<file path="config.mk">
export PLATFORM = sky130hd
export DESIGN_NAME = serial_adder_ctrl
export DESIGN_NICKNAME = d
export VERILOG_FILES = /design/src/rtl/serial_adder_ctrl.sv
export SDC_FILE = /design/constraint.sdc
export NUM_CORES = 1
export LEC_CHECK = 0
export CAP_MARGIN = 0
export CORE_AREA = 5 5 49 94
export CTS_CLUSTER_DIAMETER = 150
export DETAILED_ROUTE_END_ITERATION = 12
export DIE_AREA = 0 0 54 99
export MAX_ROUTING_LAYER = met4
export PLACE_DENSITY = 0.66
export REMOVE_ABC_BUFFERS = 1
export SLEW_MARGIN = 20
export SYNTH_ARGS = -nofsm -noshare
export SYNTH_HDL_FRONTEND = slang
export SYNTH_SLANG_ARGS = --single-unit
</file>
<file path="constraint.sdc">
create_clock -name clk -period 2 [get_ports clk]
set_clock_uncertainty 0.2 [all_clocks]
set_input_delay 0.4 -clock clk [delete_from_list [all_inputs] [get_ports clk]]
set_output_delay 0.4 -clock clk [all_outputs]
set_load 0.01 [all_outputs]
</file>
<file path="src/rtl/serial_adder_ctrl.sv">
// serial_adder_ctrl: bit-serial adder controller around a one-bit full-adder
// cell. Operands are loaded on an accepted start, fed to the cell LSB first
// with a registered carry, and the assembled sum/carry-out are published with
// a one-cycle done pulse.

// One-bit full-adder cell consumed by the serial controller.
module full_adder_cell (
    input  logic a_i,
    input  logic b_i,
    input  logic c_i,
    output logic s_o,
    output logic cy_o
);

    // Pure combinational sum and carry of three input bits.
    always_comb begin
        s_o  = a_i ^ b_i ^ c_i;
        cy_o = (a_i & b_i) | (c_i & (a_i ^ b_i));
    end

endmodule

module serial_adder_ctrl #(
    parameter int unsigned WIDTH = 8
) (
    input  logic             clk,
    input  logic             rst,
    input  logic             start,
    input  logic [WIDTH-1:0] a_in,
    input  logic [WIDTH-1:0] b_in,
    input  logic             cin,
    output logic             busy,
    output logic             done,
    output logic [WIDTH-1:0] sum,
    output logic             cout
);

    localparam int unsigned CNT_W = $clog2(WIDTH);

    typedef enum logic [1:0] {
        IDLE,
        SHIFT,
        DONE
    } state_t;

    state_t             state_q, state_d;

    logic [WIDTH-1:0]   a_sr_q, a_sr_d;
    logic [WIDTH-1:0]   b_sr_q, b_sr_d;
    logic [WIDTH-1:0]   s_sr_q, s_sr_d;
    logic               carry_q, carry_d;
    logic [CNT_W-1:0]   cnt_q, cnt_d;
    logic [WIDTH-1:0]   sum_q, sum_d;
    logic               cout_q, cout_d;

    logic               fa_s;
    logic               fa_cy;
    logic               accept;
    logic               last_bit;

    // The cell always sees the current LSBs and the registered carry.
    full_adder_cell u_cell (
        .a_i  (a_sr_q[0]),
        .b_i  (b_sr_q[0]),
        .c_i  (carry_q),
        .s_o  (fa_s),
        .cy_o (fa_cy)
    );

    // Start is honoured in IDLE and in the DONE cycle (back-to-back issue).
    always_comb begin
        accept   = start && (state_q != SHIFT);
        last_bit = (cnt_q == CNT_W'(WIDTH - 1));
    end

    // State register.
    always_ff @(posedge clk) begin
        if (rst) begin
            state_q <= IDLE;
        end else begin
            state_q <= state_d;
        end
    end

    // Next-state logic: IDLE -> SHIFT -> DONE -> IDLE/SHIFT.
    always_comb begin
        state_d = state_q;
        unique case (state_q)
            IDLE:    if (start)    state_d = SHIFT;
            SHIFT:   if (last_bit) state_d = DONE;
            DONE:    state_d = start ? SHIFT : IDLE;
            default: state_d = IDLE;
        endcase
    end

    // Datapath next values: load on accept, shift one bit per SHIFT cycle.
    always_comb begin
        a_sr_d  = a_sr_q;
        b_sr_d  = b_sr_q;
        s_sr_d  = s_sr_q;
        carry_d = carry_q;
        cnt_d   = cnt_q;
        sum_d   = sum_q;
        cout_d  = cout_q;
        if (accept) begin
            a_sr_d  = a_in;
            b_sr_d  = b_in;
            carry_d = cin;
            cnt_d   = '0;
        end else if (state_q == SHIFT) begin
            a_sr_d  = {1'b0, a_sr_q[WIDTH-1:1]};
            b_sr_d  = {1'b0, b_sr_q[WIDTH-1:1]};
            s_sr_d  = {fa_s, s_sr_q[WIDTH-1:1]};
            carry_d = fa_cy;
            cnt_d   = cnt_q + CNT_W'(1);
            // Publish including the bit produced on this final cycle.
            if (last_bit) begin
                sum_d  = s_sr_d;
                cout_d = fa_cy;
            end
        end
    end

    // Datapath registers with synchronous clear.
    always_ff @(posedge clk) begin
        if (rst) begin
            a_sr_q  <= '0;
            b_sr_q  <= '0;
            s_sr_q  <= '0;
            carry_q <= 1'b0;
            cnt_q   <= '0;
            sum_q   <= '0;
            cout_q  <= 1'b0;
        end else begin
            a_sr_q  <= a_sr_d;
            b_sr_q  <= b_sr_d;
            s_sr_q  <= s_sr_d;
            carry_q <= carry_d;
            cnt_q   <= cnt_d;
            sum_q   <= sum_d;
            cout_q  <= cout_d;
        end
    end

    // Outputs decoded from state and held result registers.
    always_comb begin
        busy = (state_q == SHIFT);
        done = (state_q == DONE);
        sum  = sum_q;
        cout = cout_q;
    end

endmodule

</file>
-- After elaboration in Yosys (flattened, before gate mapping)
Cells that the tools add are included.
- multipliers: 0
- muxes and demuxes: 10
- shift-type cells: 0
- equality and inequality tests: 6
- add/sub/neg operators: 1
- bitwise logic cells: 6
- divide/modulo/power cells: 0
- order comparisons: 0
- reduce and logical (&&, ||, !) cells: 7
- operators by type and width (kind ; count):
    $mux 8 ; 4
    $pmux 2 s3 ; 1
    $mux 2 ; 2
    $ne 2x1->1 const B ; 2
    $reduce_and 2->1 ; 2
    $add 3x1->3 const B ; 1
    $eq 3x3->1 const B ; 1
    $mux 1 ; 3
    $reduce_and 3->1 ; 1
    $and 1x1->1 ; 2
    $eq 2x1->1 const B ; 1
    $eq 2x2->1 const B ; 1
    $logic_not 2->1 ; 1
    $ne 2x2->1 const B ; 1
    $reduce_bool 2->1 ; 1
    $reduce_or 2->1 ; 1
    $xor 1x1->1 ; 2
    $logic_and 1x1->1 ; 1
    $not 1->1 ; 1
    $or 1x1->1 ; 1
- latch bits: 0
- logic and storage cells: 38
- bits in read-only memories: 0
- memories kept: 0
- bits of input ports: 20
- memory bits (writable): 0
- register bits: 39

-- Depth between registers and ports, before layout
- depth after elaboration: 5
- mapped depth: 6

-- By module
From an unflattened synthesis, not the netlist that was laid out.
- cells, all modules: 169
- area total of the unflattened synthesis: 1662.8 µm²
- by module, submodules not included (module ; times used ; area each (µm²) ; cells an instance):
    serial_adder_ctrl ; 1 ; 1642.8 ; 168
    full_adder_cell ; 1 ; 20.0 ; 1

-- Worst setup path before layout
No wires, ideal clock.
- path type: reg-to-reg
- from: register cnt_q[0]
- to: register sum_q[0], in the netlist sum[0]
- arrival: 1.099 ns
- path buffers: 1
- slack: 0.555 ns
- library setup time: 0.145 ns
- period minus slack after synthesis: 1.445 ns
- cell stages (with the launch flop): 7
- data required time: 1.655 ns
- cells stage by stage: dfxtp_1 ha_1 ha_1 and3b_1 buf_2 nand2_1 a21oi_1
- cells in the longest elaborated chain, start to end: 2
- ends and longest elaborated chain (element ; line ; source):
    from (decl) ; 52 ; logic [CNT_W-1:0] cnt_q, cnt_d;
    from (signal assigned) ; 139 ; cnt_q <= cnt_d;
    $eq 3x3->1 ; 73 ; last_bit = (cnt_q == CNT_W'(WIDTH - 1));
    $reduce_and 3->1 (no line) ; n/a ;
    to (signal assigned) ; 140 ; sum_q <= sum_d;
    to (decl) ; 53 ; logic [WIDTH-1:0] sum_q, sum_d;
Every way passes these cells.
A chain may end at the register's enable or synchronous reset.

-- Final worst setup path
- from: register sum_q[0], in the netlist sum[0]
- to: output sum[0]
- RTL lines (element ; line ; source):
    to (decl) ; 34 ; output logic [WIDTH-1:0] sum,
No word-level cell between the ends.

==> results.sh <==
export IMPL_status="finished clean"
export IMPL_critPathSlowestCell="clkdlybuf4s50_1"
export IMPL_drt_iter0_drc=9
export IMPL_clkPwrFrac_pct=43.0
export IMPL_gp_congestion=0.700
export IMPL_vias=1226
export IMPL_cts_buffers=5
export IMPL_crit_arrival_ns=1.16
export IMPL_ys_seq_elements=38
export IMPL_post_cts_resized=1
export IMPL_rows=32
export IMPL_p_seq_share_pct=45.5
export IMPL_worst_pin_slew_ns=0.470
export IMPL_yosys_warnings=0
export IMPL_rsz0062_at_grt="false"
export IMPL_die_area_um2=5350
export IMPL_fmax_mhz=567
export IMPL_setup_violations=0
export IMPL_finalCriticalPeriod_ns=1.76
export IMPL_grt_overflow_total=0
export IMPL_start_util_pct=43.0
export IMPL_hp_class="register to register"
export IMPL_required_ns=1.40
export IMPL_ys_seq_area_share_pct=46.6
export IMPL_period_share_pct=88.2
export IMPL_p_int_w=0.00140
export IMPL_grt_max_degree=42
export IMPL_synthTopCellsByCount="dfxtp_1, nand2_1, a21oi_1"
export IMPL_drcViolationCount=0
export IMPL_grtUsageTotal_pct=12.8
export IMPL_final_max_slew_violation_count=0
export IMPL_portBuffers=30
export IMPL_cp_end_kind="primary output"
export IMPL_netSwitchingPower_w=0.000395
export IMPL_cts_sinks=38
export IMPL_syn_avg_cell_area_um2=9.67
export IMPL_leakagePower_nw=0.817
export IMPL_layout_cells_non_filler=249
export IMPL_ios=31
export IMPL_synth_top_area_cell="dfxtp_1"
export IMPL_max_stage_delay_ns=0.53
export IMPL_cts_buffer_depth=2
export IMPL_grt_pass1_vias=1218
export IMPL_root_buffer="clkbuf_8"
export IMPL_async_reset_ff_share_pct=0
export IMPL_critPathTopFamily="buffers and inverters"
export IMPL_dpl_cell_count=241
export IMPL_cap_violations=0
export IMPL_hold_viol=0
export IMPL_n_antenna_cell=0
export IMPL_crit_buf_inv=1
export IMPL_yosysMostFrequentCell="dfxtp_1"
export IMPL_place_hpwl_um=2090
export IMPL_die_w_um=54
export IMPL_postRouteAntennaNets=0
export IMPL_synth_area_um2=1630
export IMPL_final_net_count=220
export IMPL_antenna_found_initial=0
export IMPL_die_h_um=99
export IMPL_area_growth_pct=28.3
export IMPL_irDropWorstVdd_v=0.000688
export IMPL_wl_per_cell_um=11.7
export IMPL_setup_slack_ns=0.235
export IMPL_via_per_inst=4.92
export IMPL_clk_latency_ns=0.29
export IMPL_cts_tree="done"
export IMPL_clkTransAtPathRegs_ns=0.08
export IMPL_slew_headroom_pct=68.7
export IMPL_routed_wl_um=2920
export IMPL_netlist_instances=169
export IMPL_cts_hold_buf=0
export IMPL_cts_max_level=2
export IMPL_cts_setup_buffers=0
export IMPL_worst_setup_path_start_kind="register"
export IMPL_synth_area_leaders="dfxtp_1, a211oi_2, mux2i_1, nand2_1, a21oi_1"
export IMPL_ys_types=21
export IMPL_path_cells="clkdlybuf4s50_1"
export IMPL_synth_edf_count=0
export IMPL_p_comb_share_pct=11.5
export IMPL_crit_path_max_fanout=2
export IMPL_drt_pass1_iterations=4
export IMPL_switching_share_pct=22.0
export IMPL_drive_gt1_share_pct=14.6
export IMPL_synthFlopType="dfxtp_1"
export IMPL_coreArea_um2=3800
export IMPL_crit_type="register to primary output"
export IMPL_p_per_area_nw_per_um2=856
export IMPL_grt_pass1_wl_um=5010
export IMPL_dp_slack_ns=0.195
export IMPL_synth_top_area_share_pct=46.6
## sequential cells by signal (all words and copies together) (netlist names)
register and flops:
a_sr_q 8, b_sr_q 8, sum 8, s_sr_q 7, cnt_q 3, state_q 2, carry_q 1, cout 1
## layout make-up
type                       instances  area [um^2]
fill                             353         1710
multi-input combinational        116          768
sequential                        38          761
timing repair buffer              34          357
clock buffer                       5         68.8
clock inverter                     3         68.8
tap                               51         63.8
inverter                           2         10.0
## placed cells by master (no fill, tap or decap), drive strengths merged
| cell | n |
|---|---|
| nor3 | 2 |
| a211oi | 15 |
| nor2b | 1 |
| clkbuf | 5 |
| dlygate4sd2 | 1 |
| dlymetal6s2s | 1 |
| clkdlybuf4s50 | 28 |
| clkinv | 1 |
| buf | 4 |
| dfxtp | 38 |
| a2bb2oi | 1 |
| nand2b | 2 |
| fa | 1 |
| bufinv | 2 |
| and3b | 1 |
| nand2 | 34 |
| a21oi | 19 |
| mux2i | 17 |
| nor2 | 17 |
| nand3b | 4 |
| ha | 2 |
| inv | 2 |
## power groups by stage
| stage | sequential (W) | combinational [W] | clock (W) |
|---|---|---|---|
| after floorplan | 0.000829 | 0.000116 | 0 |
| after global placement | 0.000832 | 0.000202 | 0 |
| after detailed placement | 0.000834 | 0.000212 | 0 |
| after CTS | 0.000816 | 0.000212 | 0.000795 |
| after global routing | 0.000822 | 0.000230 | 0.000831 |
| final | 0.000816 | 0.000207 | 0.000772 |
## layer usage
layer	share of wire (%)	track usage, %
met5	0	-
met2	57	23.5
met4	1.6	5.37
met1	37	11.4
met3	4.0	3.63
## per-stage QoR
stage | area (um^2) | TNS [ns] | utilization [%] | hold slack (ns) | power [W]
after global routing | 2100 | 0 | 55.1 | 0.286 | 0.00188
after detailed placement | 1960 | 0 | 51.5 | 0.245 | 0.00105
after floorplan | 1540 | -0.610 | - | 0.226 | 0.000945
after global placement | 1960 | 0 | 51.5 | 0.240 | 0.00103
final | 2100 | 0 | 55.1 | 0.256 | 0.00179
after CTS | 2090 | 0 | 55.1 | 0.257 | 0.00182
## cell families after synthesis
family | Yosys count | synth area share, %
buffers and inverters | 15 | 6.58
adder cells (fa/ha/maj) | 3 | 2.76
AND/OR/NAND/NOR | 61 | 15.9
flip-flops | 38 | 46.6
multiplexers | 17 | 10.4
AO/OA/AOI/OAI | 35 | 17.8
## worst paths after layout
kind	depth (start not counted)	to	slack, ns	start
max	1	sum[0]	0.24	sum[0]$_SDFFE_PP0P_
min	2	sum[2]$_SDFFE_PP0P_	0.26	sum[2]$_SDFFE_PP0P_
max reg2reg	4	b_sr_q[0]$_SDFFE_PP0P_	0.44	state_q[1]$_SDFFE_PP0P_
min reg2reg	2	sum[2]$_SDFFE_PP0P_	0.26	sum[2]$_SDFFE_PP0P_
Note: power is estimated with default switching activity, not from simulation.
